==> config.mk <==
export PLATFORM = sky130hd
export DESIGN_NAME = debug_unit
export DESIGN_NICKNAME = d
export VERILOG_FILES = /design/src/rtl/debug_unit.sv
export SDC_FILE = /design/constraint.sdc
export NUM_CORES = 1
export LEC_CHECK = 0
export ABC_AREA = 0
export ABC_CLOCK_PERIOD_IN_PS = 4900
export CORE_MARGIN = 4
export CORE_UTILIZATION = 56
export CTS_CLUSTER_SIZE = 25
export DETAILED_ROUTE_END_ITERATION = 8
export PLACE_DENSITY = 0.88
export SLEW_MARGIN = 30
export SYNTH_ARGS = -nofsm -noshare
export SYNTH_HDL_FRONTEND = slang
export SYNTH_SLANG_ARGS = --single-unit
==> constraint.sdc <==
create_clock -name clk -period 4.9 [get_ports clk]
set_input_delay 1.225 -clock clk [delete_from_list [all_inputs] [get_ports clk]]
set_output_delay 1.225 -clock clk [all_outputs]
set_load 0.05 [all_outputs]
==> src/rtl/debug_unit.sv <==
// Host-side debug controller: decodes UART command bytes into pipeline run/step/reset
// control and streams a five-word snapshot of the pipeline debug outputs back as bytes.
module debug_unit #(
  parameter int                    ADDR_BITS  = 32,
  parameter int                    DATA_WIDTH = 32,
  parameter logic [7:0]            CMD_RUN    = 8'h63,
  parameter logic [7:0]            CMD_STEP   = 8'h73,
  parameter logic [7:0]            CMD_RESET  = 8'h72,
  parameter logic [7:0]            CMD_DUMP   = 8'h64,
  parameter logic [DATA_WIDTH-1:0] HALT_INSTR = {DATA_WIDTH{1'b1}}
) (
  input  logic                  clk,
  input  logic                  reset_n,
  input  logic [7:0]            rx_data,
  input  logic                  rx_valid,
  output logic [7:0]            tx_data,
  output logic                  tx_start,
  input  logic                  tx_done,
  output logic                  pc_enable_out,
  output logic                  pc_reset_out,
  input  logic [ADDR_BITS-1:0]  pc_addr_in,
  input  logic [DATA_WIDTH-1:0] pc_instr_in,
  input  logic [DATA_WIDTH-1:0] reg_w_data_in,
  input  logic [DATA_WIDTH-1:0] reg_rt_data_in,
  input  logic [DATA_WIDTH-1:0] reg_rs_data_in,
  output logic                  running_out,
  output logic                  halted_out
);

  localparam int FRAME_W   = ADDR_BITS + 4 * DATA_WIDTH;
  localparam int NUM_BYTES = FRAME_W / 8;
  localparam int IDX_W     = $clog2(NUM_BYTES);
  localparam logic [IDX_W-1:0] LAST_IDX = IDX_W'(NUM_BYTES - 1);

  typedef enum logic [2:0] {
    S_PC_RST,
    S_IDLE,
    S_RUN,
    S_STEP,
    S_SNAP,
    S_SEND,
    S_WAIT_TX
  } state_e;

  state_e                  state_q, state_d;
  logic [IDX_W-1:0]        idx_q, idx_d;
  logic [ADDR_BITS-1:0]    snap_pc_q, snap_pc_d;
  logic [DATA_WIDTH-1:0]   snap_instr_q, snap_instr_d;
  logic [DATA_WIDTH-1:0]   snap_w_q, snap_w_d;
  logic [DATA_WIDTH-1:0]   snap_rt_q, snap_rt_d;
  logic [DATA_WIDTH-1:0]   snap_rs_q, snap_rs_d;
  logic [7:0]              tx_data_q, tx_data_d;
  logic                    tx_start_q, tx_start_d;
  logic                    pc_enable_q, pc_enable_d;
  logic                    pc_reset_q, pc_reset_d;
  logic                    running_q, running_d;
  logic                    halted_q, halted_d;

  logic                    halt_hit;
  logic [FRAME_W-1:0]      frame_d;
  logic [FRAME_W-1:0]      frame_shift;

  assign halt_hit = (pc_instr_in == HALT_INSTR);

  // Word 0 sits in the low bits so byte n of the stream is simply frame[8n +: 8].
  assign frame_d     = {snap_rs_d, snap_rt_d, snap_w_d, snap_instr_d, snap_pc_d};
  assign frame_shift = frame_d >> {idx_d, 3'b000};

  always_comb begin
    // NOTE: every variable gets a default before the case so no path can infer a latch.
    state_d      = state_q;
    idx_d        = idx_q;
    snap_pc_d    = snap_pc_q;
    snap_instr_d = snap_instr_q;
    snap_w_d     = snap_w_q;
    snap_rt_d    = snap_rt_q;
    snap_rs_d    = snap_rs_q;
    halted_d     = halted_q;

    unique case (state_q)
      S_PC_RST: state_d = S_IDLE;

      S_IDLE: begin
        if (rx_valid) begin
          if (rx_data == CMD_RUN && !halted_q)       state_d = S_RUN;
          else if (rx_data == CMD_STEP && !halted_q) state_d = S_STEP;
          else if (rx_data == CMD_RESET)             state_d = S_PC_RST;
          else if (rx_data == CMD_DUMP)              state_d = S_SNAP;
        end
      end

      S_RUN: begin
        // Halt wins over a reset command arriving in the same cycle.
        if (halt_hit) begin
          halted_d = 1'b1;
          state_d  = S_SNAP;
        end else if (rx_valid && rx_data == CMD_RESET) begin
          state_d = S_PC_RST;
        end
      end

      S_STEP: begin
        if (halt_hit) halted_d = 1'b1;
        state_d = S_SNAP;
      end

      S_SNAP: begin
        snap_pc_d    = pc_addr_in;
        snap_instr_d = pc_instr_in;
        snap_w_d     = reg_w_data_in;
        snap_rt_d    = reg_rt_data_in;
        snap_rs_d    = reg_rs_data_in;
        idx_d        = '0;
        state_d      = S_SEND;
      end

      S_SEND: state_d = S_WAIT_TX;

      S_WAIT_TX: begin
        if (tx_done) begin
          if (idx_q == LAST_IDX) begin
            state_d = S_IDLE;
          end else begin
            idx_d   = idx_q + IDX_W'(1);
            state_d = S_SEND;
          end
        end
      end

      default: state_d = S_PC_RST;
    endcase

    if (state_d == S_PC_RST) halted_d = 1'b0;

    // Outputs are derived from the next state so they are registered yet line up with it.
    pc_reset_d  = (state_d == S_PC_RST);
    pc_enable_d = (state_d == S_RUN) || (state_d == S_STEP);
    running_d   = (state_d == S_RUN);
    tx_start_d  = (state_d == S_SEND);
    tx_data_d   = (state_d == S_SEND) ? frame_shift[7:0] : tx_data_q;
  end

  // NOTE: sequential state uses non-blocking assignments so all flops update together.
  always_ff @(posedge clk or negedge reset_n) begin
    if (!reset_n) begin
      state_q      <= S_PC_RST;
      idx_q        <= '0;
      // NOTE: the snapshot words are plain flops, so resetting them is cheap and
      // guarantees a dump before any capture returns zeros rather than X.
      snap_pc_q    <= '0;
      snap_instr_q <= '0;
      snap_w_q     <= '0;
      snap_rt_q    <= '0;
      snap_rs_q    <= '0;
      tx_data_q    <= '0;
      tx_start_q   <= 1'b0;
      pc_enable_q  <= 1'b0;
      pc_reset_q   <= 1'b1;
      running_q    <= 1'b0;
      halted_q     <= 1'b0;
    end else begin
      state_q      <= state_d;
      idx_q        <= idx_d;
      snap_pc_q    <= snap_pc_d;
      snap_instr_q <= snap_instr_d;
      snap_w_q     <= snap_w_d;
      snap_rt_q    <= snap_rt_d;
      snap_rs_q    <= snap_rs_d;
      tx_data_q    <= tx_data_d;
      tx_start_q   <= tx_start_d;
      pc_enable_q  <= pc_enable_d;
      pc_reset_q   <= pc_reset_d;
      running_q    <= running_d;
      halted_q     <= halted_d;
    end
  end

  assign tx_data       = tx_data_q;
  assign tx_start      = tx_start_q;
  assign pc_enable_out = pc_enable_q;
  assign pc_reset_out  = pc_reset_q;
  assign running_out   = running_q;
  assign halted_out    = halted_q;

endmodule

==> results_tabular.tex, run 1 <==
\begin{tabular}{lr}
\hline
Metric & Value \\
\hline
\multicolumn{2}{l}{\textbf{Clock network}} \\
\quad CTS Root Cell & clkbuf\_16 \\
\quad Hold-fix buffer count after cts & 0 \\
\quad Clk sinks & 181 \\
\quad CTS Buffer Depth & 2 \\
\quad TritonCTS Buffers & 17 \\
\quad CTS tree & yes \\
\quad Total setup buffers inserted after CTS & 0 \\
\quad Resize count post-CTS & 0 \\
\quad Clock transition at the registers of the reported paths & 0.07 ns \\
\quad Insertion delay of the later-clocked pin in the worst-skew pair & 0.44 ns \\
\quad Number of levels in the clock H-tree & 4 \\
\multicolumn{2}{l}{\textbf{Setup path}} \\
\quad Worst EP arrival & 4.25 ns \\
\quad Setup crit start kind & primary input \\
\quad Critical-path maximum fanout & 28 \\
\quad Worst setup path category & primary input to register \\
\quad CP startpoint & tx\_done \\
\quad Critical path required time & 5.20 ns \\
\quad Reg2reg start & idx\_q[0] \\
\quad Capturing element type of the critical path & register \\
\multicolumn{2}{l}{\textbf{Global route}} \\
\quad Tot GR Track Use & 29.0\% \\
\quad Wire length of the first global-routing pass & 41000 um \\
\quad Global-route congestion overflow total & 0 \\
\quad Vias in the first global route & 7874 \\
\quad Maximum number of pins on one net before global-route repair & 189 \\
\quad Number of antenna violations at the first check in global routing & 0 \\
\multicolumn{2}{l}{\textbf{Pwr}} \\
\quad Static leakage power & 5.07 nW \\
\quad Worst-case vdd ir drop & 0.529 mV \\
\quad Power density of the placed cells & 585 mW/mm\^{}2 \\
\multicolumn{2}{l}{\textbf{STA}} \\
\quad Final setup TNS & 0 ns \\
\quad Max Clk Rate & 253 MHz \\
\quad Setup repair after global routing missed its margin & false \\
\quad Ratio of final minimum period to clock period & 80.7\% \\
\quad Final count of pins violating max slew & 0 \\
\quad Number of setup violations in the final report & 0 \\
\quad Minimum period implied by the final worst setup slack & 3.95 ns \\
\quad Fin Clk Skew & 0.0108 ns \\
\quad Tightest hold margin & 0.478 ns \\
\quad Final-report hold violation count & 0 \\
\quad Max-slew headroom & 41.1\% \\
\quad Slew of the pin with the lowest slew margin & 0.883 ns \\
\multicolumn{2}{l}{\textbf{Synth}} \\
\quad Synth unique cells & 73 \\
\quad Seq cells post-synth & 181 \\
\quad Post-Synthesis Mean Instance Area & 9.43 um\^{}2 \\
\quad FFs w/ async S/R, synth & 100\% \\
\quad Yosys warning count & 0 \\
\quad Net count after synthesis & 1119 \\
\quad Cell type with the largest total area after synthesis & dfrtp\_1 \\
\quad Area share of the largest cell type after synthesis & 50.5\% \\
\quad Ranking of synthesized cells by area & dfrtp\_1 (51\%), nand2\_1 (13\%), mux2\_1 (4.9\%), mux2i\_1 (4.5\%), nor2\_1 (3.0\%) \\
\quad Sequential cell area fraction in the yosys report & 50.8\% \\
\quad Commonest register cell after synthesis & dfrtp\_1 \\
\quad Instance count of the mapped netlist & 946 \\
\quad Post-synth EDFFs & 0 \\
\quad Summed instance area of the synthesized netlist & 0.00892 mm\^{}2 \\
\multicolumn{2}{l}{\textbf{Routing}} \\
\quad Final routed wirelength across all metal layers & 26100 um \\
\quad Number of DRC markers after the initial detailed-route iteration & 1148 \\
\quad Ratio of routed vias to standard cells & 6.00 \\
\quad Post-detailed-route wirelength per cell & 19.7 um \\
\quad Number of detailed-route iterations in the first pass & 8 \\
\quad Number of routed nets with antenna violations & 0 \\
\quad Vias & 7955 \\
\quad Number of design rule violations left after detail routing & 0 \\
\multicolumn{2}{l}{\textbf{Place}} \\
\quad Routability congestion estimate & 0.912 \\
\quad Post-DP HPWL & 17900 um \\
\quad Count of input and output buffers & 184 \\
\multicolumn{2}{l}{\textbf{Layout}} \\
\quad Nets@finish & 1274 \\
\quad Layout cells sized above 1 & 7.81\% \\
\quad Area Overhead vs Synth & 28.6\% \\
\quad Core Util, Final & 74.3\% \\
\quad Total inserted antenna cells & 0 \\
\multicolumn{2}{l}{\textbf{Floorplanning}} \\
\quad Width of the die & 134 um \\
\quad Effective utilization at floorplan & 57.8\% \\
\quad Chip Height & 134 um \\
\quad Die footprint & 0.0180 mm\^{}2 \\
\quad Core Footprint & 0.0154 mm\^{}2 \\
\quad Top-Level Pins & 185 \\
\quad Std-Cell Rows & 45 \\
\multicolumn{2}{l}{\textbf{Min path}} \\
\quad Min-Delay Path Class & register to register \\
\quad Hold Crit Start & snap\_rt\_q[14] \\
\multicolumn{2}{l}{\textbf{Status}} \\
\quad Outcome & complete, no violations \\
\multicolumn{2}{l}{\textbf{Flow run}} \\
\quad \# Max-Cap Violations & 0 \\
\hline
\end{tabular}
-- stage by stage --
stage | power [mW] | instance area, um^2 | setup WS (ns) | std cells
5_1_grt | 7.10 | 11500 | 0.786 | 1325
6_report | 6.71 | 11500 | 0.946 | 1325
4_1_cts | 6.67 | 11500 | 1.05 | 1325
2_1_floorplan | 4.38 | 8920 | 1.97 | 946
3_3_place_gp | 5.13 | 10900 | 0.710 | 1293
3_5_place_dp | 5.24 | 10900 | 0.670 | 1293
-- routing by layer --
metal / GRT usage, % / wire length, um / vias to the layer above
met5: 0 / 0 / -
met2: 45.3 / 12400 / 481
met1: 37.5 / 10200 / 3797
met4: 14.7 / 1230 / 0
li1: - / - / 3583
met3: 7.54 / 2330 / 94
-- final cells by class --
| type | count | area [um^2] |
|---|---|---|
| Clock inverter | 10 | 123 |
| Sequential cell | 181 | 4530 |
| Tap cell | 211 | 264 |
| Inverter | 11 | 43.8 |
| Fill cell | 1090 | 3960 |
| Clock buffer | 22 | 474 |
| Timing Repair Buffer | 194 | 1960 |
| Multi-Input combinational cell | 696 | 4080 |
-- worst max-delay path, cell delays in order --
cell and delay (ns):
clkdlybuf4s50_1 0.74, nand2_1 0.15, a2111oi_2 0.51, nor2_4 0.20, inv_4 0.37, mux2i_1 0.35, mux2i_1 0.14, a221oi_1 0.38
a41oi_1 0.16
-- state kept, by name, indices dropped and copies added (netlist names), 3 cells and up --
register      count
idx_q             5
snap_w_q         32
snap_rs_q        32
snap_rt_q        32
snap_instr_q     32
state_q           3
tx_data           8
snap_pc_q        32
-- cell usage in the layout, fill, tap and decap left out, types with 7 or more instances in the layout --
cell type | synthesis | final
o22ai_1 | 31 | 31
a21oi_1 | 12 | 12
nor3_1 | 19 | 19
inv_1 | 8 | 8
nand3_1 | 7 | 7
mux2_1 | 39 | 39
nand2_1 | 305 | 305
a22oi_1 | 7 | 7
nor2_1 | 71 | 70
clkbuf_16 | 0 | 17
mux2_2 | 23 | 23
o21ai_0 | 20 | 20
buf_4 | 3 | 7
clkdlybuf4s50_1 | 0 | 183
nand4_1 | 11 | 11
dfrtp_1 | 180 | 180
nor4_1 | 9 | 9
a31oi_1 | 7 | 7
mux2i_1 | 40 | 40
-- cell families after synthesis --
kind of cell / after synthesis / share of synthesized area [%]
AND/OR/NAND/NOR: 458 / 21.8
flip-flops: 181 / 50.8
AO/OA/AOI/OAI: 133 / 10.7
multiplexers: 104 / 12.7
buffers and inverters: 69 / 3.83
adder cells (fa/ha/maj): 1 / 0.140
-- Yosys cell counts, drive strengths merged (7+ instances only) --
cell / n
a21oi: 12
a22oi: 7
a31oi: 7
buf: 35
clkbuf: 23
dfrtp: 180
inv: 11
mux2: 64
mux2i: 40
nand2: 305
nand3: 7
nand4: 11
nor2: 74
nor3: 20
nor4: 9
o21ai: 23
o22ai: 31
-- worst paths after layout --
kind,to,slack [ns],cells past startpoint
hold / removal,snap_rt_q[14],0.48,2
hold reg to reg,snap_rt_q[14],0.48,2
setup / recovery,tx_data[2],0.95,9
setup reg to reg,tx_data[0],1.34,9
max in group asynchronous,pc_reset_out,3.10,2
min in group asynchronous,snap_w_q[23],0.88,1
-- where the power goes --
part	leakage (nW)	total [mW]	internal [mW]	switching (mW)
Clock	0.277	1.39	0.795	0.590
Combinational	2.60	2.69	1.10	1.59
Sequential	2.19	2.64	2.22	0.418
Total	5.07	6.71	4.11	2.60
Power figures use the tool's default switching activity.
==> inputs of run 2 (changes only) <==
ABC_CLOCK_PERIOD_IN_PS = 3200   (was 4900)
CORE_UTILIZATION = 47   (was 56)
PLACE_DENSITY = 0.79   (was 0.88)
clock period = 3.2 ns   (was 4.9 ns; I/O delays follow)
==> run 2 against run 1 <==
  * Critical endpoint unchanged
  * Clock power increased by 73%
  * Die area increased by 18%
  * Sequential share of layout area decreased by 1.9 points
  * Final cell count increased by 5.7%
  * Critical path depth increased by 2
  * Core utilization decreased by 10 points
  * Sequential power increased by 50%
  * Non-clock buffer count increased by 54
  * Sequential cell count unchanged
  * Design area increased by 5.0%
  * Clock skew about the same
  * Combinational power increased by 64%
  * Largest cell class unchanged
==> results_tabular.tex, run 2 (synthesis results as in run 1) <==
\begin{tabular}{lr}
\hline
Metric & Value \\
\hline
\multicolumn{2}{l}{\textbf{STA}} \\
\quad Ratio of final minimum period to clock period & 92.2\% \\
\quad Slew of the pin with the lowest slew margin & 0.610 ns (-0.274 ns) \\
\quad Fin Clk Skew & 0.0105 ns (-0.000214 ns) \\
\quad Tightest hold margin & 0.308 ns (-0.170 ns) \\
\quad Max Clk Rate & 339 MHz \\
\quad Minimum period implied by the final worst setup slack & 2.95 ns \\
\quad Final count of pins violating max slew & 0 (unchanged) \\
\quad Worst Slack Setup Final & 0.249 ns (-0.697 ns) \\
\quad Number of setup violations in the final report & 0 (unchanged) \\
\quad Final-report hold violation count & 0 (unchanged) \\
\quad Setup repair after global routing missed its margin & false \\
\quad Max-slew headroom & 59.3\% (+18 points) \\
\quad Final setup TNS & 0 ns (unchanged) \\
\multicolumn{2}{l}{\textbf{Floorplanning}} \\
\quad Chip Height & 146 um (+8.6\%) \\
\quad Core Footprint & 0.0187 mm\^{}2 (+21\%) \\
\quad Effective utilization at floorplan & 47.7\% (-10 points) \\
\quad Std-Cell Rows & 50 (+11\%) \\
\quad Die footprint & 0.0212 mm\^{}2 (+18\%) \\
\quad Width of the die & 146 um (+8.6\%) \\
\quad Top-Level Pins & 185 (unchanged) \\
\multicolumn{2}{l}{\textbf{Routing}} \\
\quad Number of routed nets with antenna violations & 0 (unchanged) \\
\quad Number of detailed-route iterations in the first pass & 6 (-2) \\
\quad Number of design rule violations left after detail routing & 0 (unchanged) \\
\quad Vias & 8026 (+0.89\%) \\
\quad Final routed wirelength across all metal layers & 26700 um (+2.4\%) \\
\quad Post-detailed-route wirelength per cell & 19.1 um (-3.1\%) \\
\quad Ratio of routed vias to standard cells & 5.73 (-4.6\%) \\
\quad Number of DRC markers after the initial detailed-route iteration & 740 (-36\%) \\
\multicolumn{2}{l}{\textbf{Pwr}} \\
\quad Worst-case vdd ir drop & 0.544 mV (+2.8\%) \\
\quad Static leakage power & 5.40 nW (+6.5\%) \\
\quad Power density of the placed cells & 896 mW/mm\^{}2 (+53\%) \\
\quad Overall power of the completed layout & 10.8 mW (+61\%) \\
\multicolumn{2}{l}{\textbf{Setup path}} \\
\quad R2r worst-path depth & 8 (-1) \\
\quad Worst reg2reg setup slack & 0.40 ns (-0.94 ns) \\
\quad Setup crit start kind & primary input \\
\quad Critical path required time & 3.49 ns (-1.71 ns) \\
\quad Worst EP arrival & 3.25 ns (-1.00 ns) \\
\quad Terminus of the critical flop-to-flop path & tx\_data[2] \\
\quad Critical-path maximum fanout & 8 (-71\%) \\
\quad Capturing element type of the critical path & register \\
\quad Worst setup path category & primary input to register \\
\quad Reg2reg start & state\_q[2] \\
\multicolumn{2}{l}{\textbf{Place}} \\
\quad Routability congestion estimate & 0.886 (-2.8\%) \\
\quad Post-DP HPWL & 19600 um (+9.8\%) \\
\quad Instance count after placement with tap cells included & 1370 (+6.0\%) \\
\quad Count of input and output buffers & 184 (unchanged) \\
\quad Post-place instance area & 0.0114 mm\^{}2 (+4.6\%) \\
\quad Post-placement worst setup slack & -0.180 ns (-0.851 ns) \\
\multicolumn{2}{l}{\textbf{Layout}} \\
\quad Area Overhead vs Synth & 35.0\% \\
\quad Total inserted antenna cells & 0 (unchanged) \\
\quad Core Util, Final & 64.4\% (-10 points) \\
\quad Leading cell type in the layout, fill and taps excluded & nand2\_1 \\
\quad Final instance count without filler cells & 1401 (+5.7\%) \\
\quad Storage element area & 0.00453 mm\^{}2 (unchanged) \\
\quad Post-route cell area & 0.0120 mm\^{}2 (+5.0\%) \\
\quad Highest-count cells in the layout ignoring fill and taps & nand2\_1 (305), clkdlybuf4s50\_1 (183), dfrtp\_1 (180), nor2\_1 (70), buf\_4 (56) \\
\quad Layout cells sized above 1 & 12.1\% (+4.3 points) \\
\quad Combined area of the multi-input logic cells & 0.00408 mm\^{}2 (unchanged) \\
\quad Nets@finish & 1328 (+4.2\%) \\
\quad Fillers & 1440 (+32\%) \\
\multicolumn{2}{l}{\textbf{Clock network}} \\
\quad Total setup buffers inserted after CTS & 0 (unchanged) \\
\quad Insertion delay of the later-clocked pin in the worst-skew pair & 0.44 ns (about the same) \\
\quad TritonCTS Buffers & 17 (unchanged) \\
\quad Clock transition at the registers of the reported paths & 0.07 ns (about the same) \\
\quad Resize count post-CTS & 0 (unchanged) \\
\quad CTS Buffer Depth & 2 (unchanged) \\
\quad CTS Root Cell & clkbuf\_16 \\
\quad CTS tree & yes \\
\quad Number of levels in the clock H-tree & 4 (unchanged) \\
\quad Hold-fix buffer count after cts & 0 (unchanged) \\
\quad Clk sinks & 181 (unchanged) \\
\multicolumn{2}{l}{\textbf{Global route}} \\
\quad Vias in the first global route & 8110 (+3.0\%) \\
\quad Global-route congestion overflow total & 0 (unchanged) \\
\quad Tot GR Track Use & 25.1\% (-3.9 points) \\
\quad Maximum number of pins on one net before global-route repair & 70 (-63\%) \\
\quad Number of antenna violations at the first check in global routing & 0 (unchanged) \\
\quad Wire length of the first global-routing pass & 42800 um (+4.2\%) \\
\multicolumn{2}{l}{\textbf{Min path}} \\
\quad Min-Delay Path Class & primary input to async pin \\
\multicolumn{2}{l}{\textbf{Flow run}} \\
\quad \# Max-Cap Violations & 0 (unchanged) \\
\multicolumn{2}{l}{\textbf{Status}} \\
\quad Outcome & complete, no violations \\
\hline
\end{tabular}
## run 2: changes by cell type in the layout (fill, tap and decap cells not counted), sizes merged
| cell | delta |
|---|---|
| buf | +55 |
| clkinvlp | -4 |
| bufinv | +4 |
| inv | +3 |
| clkbuf | -5 |
## run 2: critical path: stages
cell and delay, ns:
clkdlybuf4s50_1 0.60, nand2_1 0.12, a2111oi_2 0.37, buf_4 0.19
nor2_4 0.05, inv_4 0.14, mux2i_1 0.25, mux2i_1 0.11
a221oi_1 0.33, buf_4 0.17, a41oi_1 0.10
## run 2: report_power, final
part	switching, mW	total, mW	internal, mW	leakage (nW)
sequential	0.569	3.97	3.40	2.19
combinational	2.49	4.41	1.92	2.88
clock	0.927	2.40	1.48	0.324
total	3.99	10.8	6.79	5.40
## run 2: worst max path at each step
stage	startpoint	end	slack, ns
5_1_grt	tx_done	tx_data[2]	0.12
3_5_place_dp	tx_done	tx_data[2]	-0.18
2_1_floorplan	rx_data[1]	tx_data[4]	0.70
6_report	tx_done	tx_data[2]	0.25
3_3_place_gp	tx_done	tx_data[2]	-0.12
4_1_cts	tx_done	tx_data[2]	0.25
## run 2: layout make-up
cell class | count | share of cell area [%]
Sequential cell | 181 | 37.6
Multi-Input combinational cell | 696 | 33.9
Timing Repair Buffer | 248 | 20.1
Clock buffer | 18 | 3.57
Tap cell | 234 | 2.43
Clock inverter | 13 | 2.02
Inverter | 11 | 0.364
## run 2: routing by layer
metal,track usage (%),wire (um),vias up
met3,4.67,1920,65
met4,8.31,774,0
met5,0,0,-
met2,41.0,12700,390
met1,33.9,11300,3894
li1,-,-,3677
